--- src/rtl/call_ret_ctrl.sv ---
// Return-address stack initiator: pushes on CALL, pops on RET, redirects fetch.
// Define CALL_RET_HWM_EN to add the hwm high-water-mark output.
module call_ret_ctrl #(
  parameter int AW     = 32,
  parameter int DEPTH  = 31,
  parameter int PC_INC = 1
) (
  input  logic          clk,
  input  logic          rst,
  input  logic          call_req,
  input  logic          ret_req,
  input  logic [AW-1:0] pc_in,
  input  logic [AW-1:0] call_target,
  output logic          stk_write,
  output logic          stk_read,
  output logic [AW-1:0] stk_wdata,
  input  logic [AW-1:0] stk_rdata,
  output logic          redir_valid,
  output logic [AW-1:0] redir_pc,
  output logic          busy,
  output logic [5:0]    depth,
  output logic          ovf_err,
  output logic          unf_err
`ifdef CALL_RET_HWM_EN
  ,
  output logic [5:0]    hwm
`endif
);

  typedef enum logic [2:0] {
    IDLE, PUSH, POP, CAPT, REDIR
  } state_t;

  state_t        state, state_d;
  logic          write_d, read_d, rv_d;
  logic          ovf_d, unf_d, busy_d;
  logic [AW-1:0] wdata_d, pc_d;
  logic [5:0]    depth_d;

  always_comb begin
    state_d = state;
    write_d = 1'b0;
    read_d  = 1'b0;
    rv_d    = 1'b0;
    wdata_d = stk_wdata;
    pc_d    = redir_pc;
    depth_d = depth;
    ovf_d   = ovf_err;
    unf_d   = unf_err;
    unique case (state)
      IDLE: begin
        // CALL has priority; a simultaneous RET is dropped
        if (call_req) begin
          if (depth < 6'(DEPTH)) begin
            state_d = PUSH;
            write_d = 1'b1;
            wdata_d = pc_in + AW'(PC_INC);
            pc_d    = call_target;
          end else begin
            ovf_d = 1'b1;
          end
        end else if (ret_req) begin
          if (depth != 6'd0) begin
            state_d = POP;
            read_d  = 1'b1;
          end else begin
            unf_d = 1'b1;
          end
        end
      end
      PUSH: begin
        depth_d = depth + 6'd1;
        state_d = REDIR;
        rv_d    = 1'b1;
      end
      POP: begin
        depth_d = depth - 6'd1;
        state_d = CAPT;
      end
      CAPT: begin
        pc_d    = stk_rdata;
        state_d = REDIR;
        rv_d    = 1'b1;
      end
      REDIR: state_d = IDLE;
      default: state_d = IDLE;
    endcase
    busy_d = (state_d != IDLE);
  end

  always_ff @(posedge clk) begin
    if (rst) begin
      state       <= IDLE;
      stk_write   <= 1'b0;
      stk_read    <= 1'b0;
      stk_wdata   <= '0;
      redir_valid <= 1'b0;
      redir_pc    <= '0;
      busy        <= 1'b0;
      depth       <= 6'd0;
      ovf_err     <= 1'b0;
      unf_err     <= 1'b0;
    end else begin
      state       <= state_d;
      stk_write   <= write_d;
      stk_read    <= read_d;
      stk_wdata   <= wdata_d;
      redir_valid <= rv_d;
      redir_pc    <= pc_d;
      busy        <= busy_d;
      depth       <= depth_d;
      ovf_err     <= ovf_d;
      unf_err     <= unf_d;
    end
  end

`ifdef CALL_RET_HWM_EN
  always_ff @(posedge clk) begin
    if (rst) begin
      hwm <= 6'd0;
    end else if (depth_d > hwm) begin
      hwm <= depth_d;
    end
  end
`endif

endmodule

--- config.mk ---
export PLATFORM = sky130hd
export DESIGN_NAME = call_ret_ctrl
export DESIGN_NICKNAME = d
export VERILOG_FILES = /design/src/rtl/call_ret_ctrl.sv
export SDC_FILE = /design/constraint.sdc
export NUM_CORES = 1
export LEC_CHECK = 0
export ABC_CLOCK_PERIOD_IN_PS = 3100
export CAP_MARGIN = 5
export CELL_PAD_IN_SITES_DETAIL_PLACEMENT = 0
export CELL_PAD_IN_SITES_GLOBAL_PLACEMENT = 1
export CORE_MARGIN = 4
export CORE_UTILIZATION = 29
export DETAILED_ROUTE_END_ITERATION = 12
export PLACE_DENSITY_LB_ADDON = 0.1
export SLEW_MARGIN = 20
export SYNTH_ARGS = -nofsm -noshare
export SYNTH_HDL_FRONTEND = slang
export SYNTH_SLANG_ARGS = --single-unit
--- constraint.sdc ---
create_clock -name clk -period 3.1 [get_ports clk]
set_input_delay 0.465 -clock clk [delete_from_list [all_inputs] [get_ports clk]]
set_output_delay 0.465 -clock clk [all_outputs]
set_load 0.03 [all_outputs]
# --- Word-level counts from Yosys, hierarchy flattened ---
# Index checks and enable logic that the tools add are counted.
classes:
  add_sub_neg: 3
  magnitude_cmp: 1
  n_eq_ne: 5
  n_mux: 12
  n_bitwise: 5
  n_reduce_logical: 12
ops:
  columns: ["cell", "n"]
  rows:
  - ["$mux 32", 2]
  - ["$pmux 32 s2", 1]
  - ["$add 32x1->32 const B", 1]
  - ["$mux 3", 4]
  - ["$pmux 6 s2", 1]
  - ["$pmux 3 s3", 1]
  - ["$reduce_and 3->1", 3]
  - ["$add 6x1->6 const B", 1]
  - ["$eq 3x2->1 const B", 2]
  - ["$lt 6x5->1 const B", 1]
  - ["$reduce_bool 6->1", 1]
  - ["$sub 6x1->6 const B", 1]
  - ["$not 1->1", 5]
  - ["$ne 2x2->1 const B", 2]
  - ["$reduce_and 4->1", 1]
  - ["$reduce_bool 2->1", 2]
  - ["$reduce_or 4->1", 1]
  - ["$eq 3x1->1 const B", 1]
  - ["$logic_not 3->1", 1]
  - ["$mux 1", 3]
  - ["$reduce_bool 3->1", 1]
  - ["$reduce_or 3->1", 1]
  - ["$reduce_or 2->1", 1]
word_totals:
  reg_bits: 79
  output_inout_bits: 76
  word_cells: 48

# --- Longest topological paths before layout ---
# Gate-level depths: netlist of run 1.
depth:
  ltp_word: 6
  depth_mapped: 8
  ltp_nobuf: 7

# --- Least setup slack after synthesis of run 1 ---
# No wires, ideal clock.
synth_path:
  path_kind: "register to register"
  startpoint: "reg state[2]"
  endpoint: "reg depth[5]"
  setup_time_ps: 71
  arrival_ps: 2625
  required_time_ps: 3029
  path_slack_ps: 404
  stages_incl_launch_ff: 9
  path_buffers: 1
  path_cell_list: "dfxtp_1 > clkbuf_1 > nor3b_1 > ha_1 > and3_1 > a221o_1 > or3_1 > a31o_2 > a21oi_1"
synth_between:
  elab_chain_cells: 2
  elab_cells_between_ends: 4
  classes_between: "eq/ne (2); mux (1); reduce/logical (1)"
synth_rtl:
  columns: ["item", "line", "source"]
  rows:
  - ["start, declared", "34", "state_t state, state_d;"]
  - ["start signal, assigned", "104", "state <= state_d;"]
  - ["$eq 3x2->1 or $eq 3x1->1 (tied branches)", "50", "unique case (state)"]
  - ["$pmux 6 s2 or $reduce_bool 2->1 (tied branches)", null, null]
  - ["end signal, assigned", "111", "depth <= depth_d;"]
  - ["end, declared", "21", "output logic [5:0] depth,"]
# Parallel ways exist; a longest one is shown, timed or not.
# A chain may end at the register's enable or synchronous reset.

# --- Worst setup path in the final report of run 1 ---
layout_path:
  startpoint: "reg state[1]"
  endpoint: "reg depth[5]"
# Same word-level chain as after synthesis.

==> results of run 1 <==
## through the flow
stage / utilization [%] / setup WS, ns
detailed placement: 45.9 / 0.377
floorplan: - / 0.404
global route: 48.3 / 0.485
finish: 48.3 / 0.693
global placement: 45.9 / 0.445
CTS: 48.3 / 0.699
## path summary, 6_finish.rpt
check	slack, ns	depth (start not counted)	startpoint	end
max	0.69	8	state[1]	depth[5]
min	0.45	2	redir_pc[20]	redir_pc[20]
min reg2reg	0.45	2	redir_pc[20]	redir_pc[20]
max reg2reg	0.69	8	state[1]	depth[5]
## worst register-to-register path, cell delays in order, from the launching register on
cell and delay [ns]:
dfxtp_1 0.44, nor3b_1 0.21, buf_4 0.19, ha_1 0.27
and3_1 0.19, a221o_1 0.33, or3_1 0.33, a31o_2 0.25
a21oi_1 0.11
## report_power, final
group,internal (mW),switching [mW]
combinational,0.462,0.541
clock,0.609,0.408
sequential,1.14,0.0763
total,2.21,1.03
## sequential cells by signal (all words and copies together) (netlist names)
register and cells:
busy 1, depth 6, ovf_err 1, redir_pc 32, redir_valid 1, state 3, stk_read 1, stk_wdata 32
stk_write 1, unf_err 1
## Yosys cell counts
master / n
xor2_1: 15
nor3b_1: 3
a221o_1: 1
nand3b_1: 1
or3_1: 3
and2_1: 1
nor2_1: 48
nor3_1: 4
a31oi_1: 2
a311oi_1: 1
buf_1: 1
o21ai_0: 15
a31o_2: 1
a311oi_4: 1
clkbuf_1: 15
a211oi_1: 33
o31ai_1: 1
or4_1: 2
buf_2: 8
a21o_1: 3
buf_6: 2
nand3_1: 11
a21oi_1: 35
fa_1: 1
dfxtp_1: 79
o2bb2ai_1: 1
and4_1: 2
and4bb_2: 1
nor4_1: 7
or4b_4: 1
nand4_1: 10
mux2i_1: 15
and3b_1: 1
nand2_1: 32
inv_1: 4
xnor2_1: 17
and3_1: 11
ha_1: 5
a22oi_1: 19
## cell type report
class	instances	area, um2
Clock buffer	14	274
Clock inverter	2	13.8
Fill cell	1211	6290
Inverter	4	15.0
Multi-Input combinational cell	304	1930
Sequential cell	79	1580
Tap cell	168	210
Timing Repair Buffer	186	1840
## per-layer routing
metal  wire length, um  vias to the layer above  share of wire [%]  track usage, %
met5                 0                        -                  0               0
met1              4940                     1646                 43            20.0
met2              5340                      114                 47            25.5
met4               146                        0                1.3            5.80
met3              1000                       10                8.8            5.75
li1                  -                     1849                  -               -
## cells by family after synthesis
| group | count (synthesis) | synth area share (%) |
|---|---|---|
| fa+ha+maj | 6 | 2.26 |
| mux | 15 | 4.11 |
| buf+inv | 30 | 3.77 |
| compound gates | 113 | 20.4 |
| simple gates | 138 | 18.4 |
| flops | 79 | 43.3 |
| xor+xnor | 32 | 7.68 |
==> impl_metrics.csv, run 1 <==
group,metric,value,unit
floorplan,start_util,30.0,%
placement,hpwl,8600,um
worst_setup_path,critPathRequiredTime,3.36,ns
worst_setup_path,worst_setup_path_end_kind,"register",
synthesis,synth.distinct_cells,39,
sta,layout_min_cycle_time,2.41,ns
cts,tritoncts,"yes",
synthesis,synth_cells,413,
route,drc_errors,0,
min_path,hold_class,"register to register",
cts,cts_setup_buffers,0,
synthesis,synth.area.top_cells,"dfxtp_1 (43%), a211oi_1 (6.8%), nor2_1 (4.9%)",
grt,globalRouteOverflowTotal,0,
cells_and_area,layout.cells.non_filler,757,
cts,path_clk_slew,0.06,ns
synthesis,yosys_warnings,0,
grt,grt_max_degree,72,
synthesis,synth_top_area_share,43.3,%
worst_setup_path,crit_family,"simple AND/OR/NAND/NOR gates",
cts,cts-buffers-inserted,9,
cts,htree_levels,3,
sta,timing.hold.ws,0.452,ns
floorplan,die_h,120,um
route,first_pass_iters,4,
cts,clock_sinks,79,
cts,cts_resized,0,
placement,gp_congestion,0.727,
worst_setup_path,crit_arrival,2.67,ns
synthesis,syn-num-nets,519,
route,vias,3619,
sta,finalSetupViolCount,0,
floorplan,rows,40,
cts,cts_hold_buffers,0,
cts,cts_root_buf,"clkbuf_16",
synthesis,ys_seq_area_share,43.3,%
synthesis,netlist_area,3650,um2
route,wl_per_cell,15.1,um
synthesis,yosys.area.top_type,"dfxtp_1",
power_and_ir_drop,vdd_drop_max,0.221,mV
sta,slew_violations,0,
grt,grt_pass1_vias,3650,
floorplan,io_pins,176,
grt,track_usage,16.0,%
route,post_drt_via_cell_ratio,4.78,
worst_setup_path,crit_chain,"nor3b_1 -> buf_4 -> ha_1 -> and3_1 -> a221o_1 -> or3_1 -> a31o_2 -> a21oi_1",
worst_setup_path,cpMaxStageDelayCell,"dfxtp_1",
placement,dp_cells,741,
worst_setup_path,startpoint_type,"register",
power_and_ir_drop,total_power,3.23,mW
sta,tns,0,ns
sta,rsz0062_at_grt,"no",
cells_and_area,synthToLayoutAreaGrowth,60.7,%
route,finalWirelength,11400,um
cells_and_area,diodes,0,
placement,io_buffers,175,
outcome,status,"completed",
synthesis,synth_seq_cells,79,
sta,tightestPinTransition,0.922,ns
power_and_ir_drop,powerDensity,551,nW/um2
sta,slew-limit-headroom,38.4,%
cells_and_area,layout-drive-gt1-share,5.09,%
route,drt-initial-drc-count,221,
run,cap_violations,0,
sta,hold_viol_final,0,
cts,clockBufferDepth,2,
synthesis,avgSynthCellArea,8.84,um2
worst_setup_path,critPathBufInv,1,
grt,grt_pass1_wl,18600,um
floorplan,dieWidth,120,um
sta,fin_crit_sh,77.6,%
floorplan,die_area,14400,um2
power_and_ir_drop,p_leak,2.16,nW
sta,max_freq,416,MHz
worst_setup_path,path_class,"register to register",
cts,clk_latency,0.33,ns
floorplan,core_area,12200,um2
route,drtAntennaViolNets,0,
worst_setup_path,slowest_delay,0.44,ns
sta,fin_skew,0.00830,ns
grt,antenna_found_initial,0,
cells_and_area,layout_common_cells,"clkdlybuf4s50_1 (174), dfxtp_1 (79), nor2_1 (48)",
placement,dpl-instance-area,5580,um2
worst_setup_path,crit_fanout,9,
cells_and_area,fin_area,5870,um2
cells_and_area,layout_commonest_cell,"clkdlybuf4s50_1",
cells_and_area,final_nets,690,
Power figures use the tool's default switching activity.
==> run 2: changes to the inputs <==
--- a/config.mk
+++ b/config.mk
@@ -5,7 +5,7 @@
 export SDC_FILE = /design/constraint.sdc
 export NUM_CORES = 1
 export LEC_CHECK = 0
-export ABC_CLOCK_PERIOD_IN_PS = 3100
+export ABC_CLOCK_PERIOD_IN_PS = 2280
 export CAP_MARGIN = 5
 export CELL_PAD_IN_SITES_DETAIL_PLACEMENT = 0
 export CELL_PAD_IN_SITES_GLOBAL_PLACEMENT = 1
==> constraint.sdc (replaced) <==
create_clock -name clk -period 2.28 [get_ports clk]
set_input_delay 0.342 -clock clk [delete_from_list [all_inputs] [get_ports clk]]
set_output_delay 0.342 -clock clk [all_outputs]
set_load 0.03 [all_outputs]
==> impl_metrics.csv, run 2 (synthesis gave the netlist of run 1 again) <==
group,metric,value,unit
grt,grt_max_degree,45,
sta,slew-limit-headroom,46.2,%
route,first_pass_iters,4,
cells_and_area,synthToLayoutAreaGrowth,68.1,%
sta,slew_violations,0,
cells_and_area,final_nets,720,
cts,cts-buffers-inserted,9,
cts,cts_root_buf,"clkbuf_16",
sta,max_freq,442,MHz
route,drc_errors,0,
grt,met2_usage,26.2,%
sta,finalSetupViolCount,0,
cts,clockBufferDepth,2,
floorplan,rows,40,
floorplan,core_area,12200,um2
route,post_drt_via_cell_ratio,4.79,
cells_and_area,largestRegisters,"redir_pc x32, stk_wdata x32, depth x6",
cells_and_area,layout_common_cells,"clkdlybuf4s50_1 (174), dfxtp_1 (78), nor2_1 (48)",
worst_setup_path,worst_setup_path_end_kind,"register",
floorplan,die_h,120,um
floorplan,die_area,14400,um2
power_and_ir_drop,vdd_drop_max,0.306,mV
floorplan,start_util,30.0,%
cells_and_area,layout_commonest_cell,"clkdlybuf4s50_1",
route,finalWirelength,11800,um
cells_and_area,diodes,0,
worst_setup_path,startpoint_type,"register",
route,vias,3767,
cells_and_area,finish.utilization,50.5,%
grt,antenna_found_initial,0,
grt,track_usage,16.2,%
placement,dpl-instance-area,5840,um2
sta,hold_viol_final,0,
cells_and_area,layout-drive-gt1-share,10.3,%
cts,tritoncts,"yes",
min_path,hold_class,"primary input to register",
floorplan,io_pins,176,
cts,clock_sinks,79,
grt,grtUsageMet3,5.89,%
worst_setup_path,path_class,"register to register",
cells_and_area,fin_area,6140,um2
outcome,status,"completed",
sta,rsz0062_at_grt,"yes",
route,drt-initial-drc-count,191,
run,cap_violations,0,
grt,grt_pass1_wl,18800,um
route,drtAntennaViolNets,0,
route,wl_per_cell,15.0,um
cts,cts_setup_buffers,0,
sta,tightestPinTransition,0.807,ns
cts,htree_levels,3,
power_and_ir_drop,total_power,4.48,mW
placement,gp_congestion,0.768,
cts,path_clk_slew,0.06,ns
sta,layout_min_cycle_time,2.26,ns
sta,fin_skew,0.00505,ns
grt,grtUsageMet1,19.7,%
grt,grt_pass1_vias,3692,
sta,fin_crit_sh,99.1,%
floorplan,dieWidth,120,um
worst_setup_path,crit_arrival,2.53,ns
worst_setup_path,critPathRequiredTime,2.55,ns
placement,io_buffers,175,
grt,globalRouteOverflowTotal,0,
cts,clk_latency,0.34,ns
power_and_ir_drop,p_leak,2.31,nW
placement,hpwl,8900,um
grt,top_usage_layer,"met2",
power_and_ir_drop,powerDensity,730,nW/um2
cts,cts_hold_buffers,0,
sta,tns,0,ns
worst_setup_path,crit_fanout,5,
## run 2: timing repair
action	CTS	global route
endpoints found under the setup margin	1	6
hold endpoints to repair	0	0
pin swaps	0	1
resized for setup	2	1
gates cloned	0	0
## run 2: per-stage QoR
stage / hold WS (ns) / setup WS, ns / instances
after global routing: 0.456 / -0.113 / 787
after CTS: 0.426 / 0.0150 / 787
after global placement: 0.443 / -0.131 / 771
after detailed placement: 0.447 / -0.167 / 771
after floorplan: 0.425 / -0.0626 / 413
final: 0.426 / 0.0195 / 787
## run 2: final timing paths
kind	startpoint	endpoint	slack (ns)	cells after the start
max	state[0]	depth[5]	0.02	7
min	rst	ovf_err	0.43	2
max reg2reg	state[0]	depth[5]	0.02	7
min reg2reg	redir_pc[5]	redir_pc[5]	0.45	2
## run 2: per-layer routing
layer | up-vias | part of all wire [%]
met1 | 1715 | 43
li1 | 1912 | -
met5 | - | 0
met3 | 14 | 8.9
met4 | 0 | 1.6
met2 | 126 | 46
## run 2: power by group
| part | switching [mW] | internal (mW) |
|---|---|---|
| clock | 0.589 | 0.800 |
| sequential | 0.0978 | 1.55 |
| combinational | 0.761 | 0.686 |
## run 2: area by class of cell
| cell class | instances | area, um2 |
|---|---|---|
| multi-input cells | 304 | 1950 |
| fillers | 1177 | 6030 |
| flip-flops and latches | 79 | 1580 |
| clock inverters | 4 | 28.8 |
| repair buffers | 216 | 2100 |
| inverters | 4 | 15.0 |
| clock buffers | 12 | 256 |
| well taps | 168 | 210 |
## run 2: worst max-delay path: stages (launching register included)
cell and delay [ns]:
dfxtp_2 0.33, nor3b_4 0.31, ha_1 0.32, and3_1 0.19, a221o_1 0.33, or3_1 0.34
a31o_2 0.26, a21oi_2 0.11
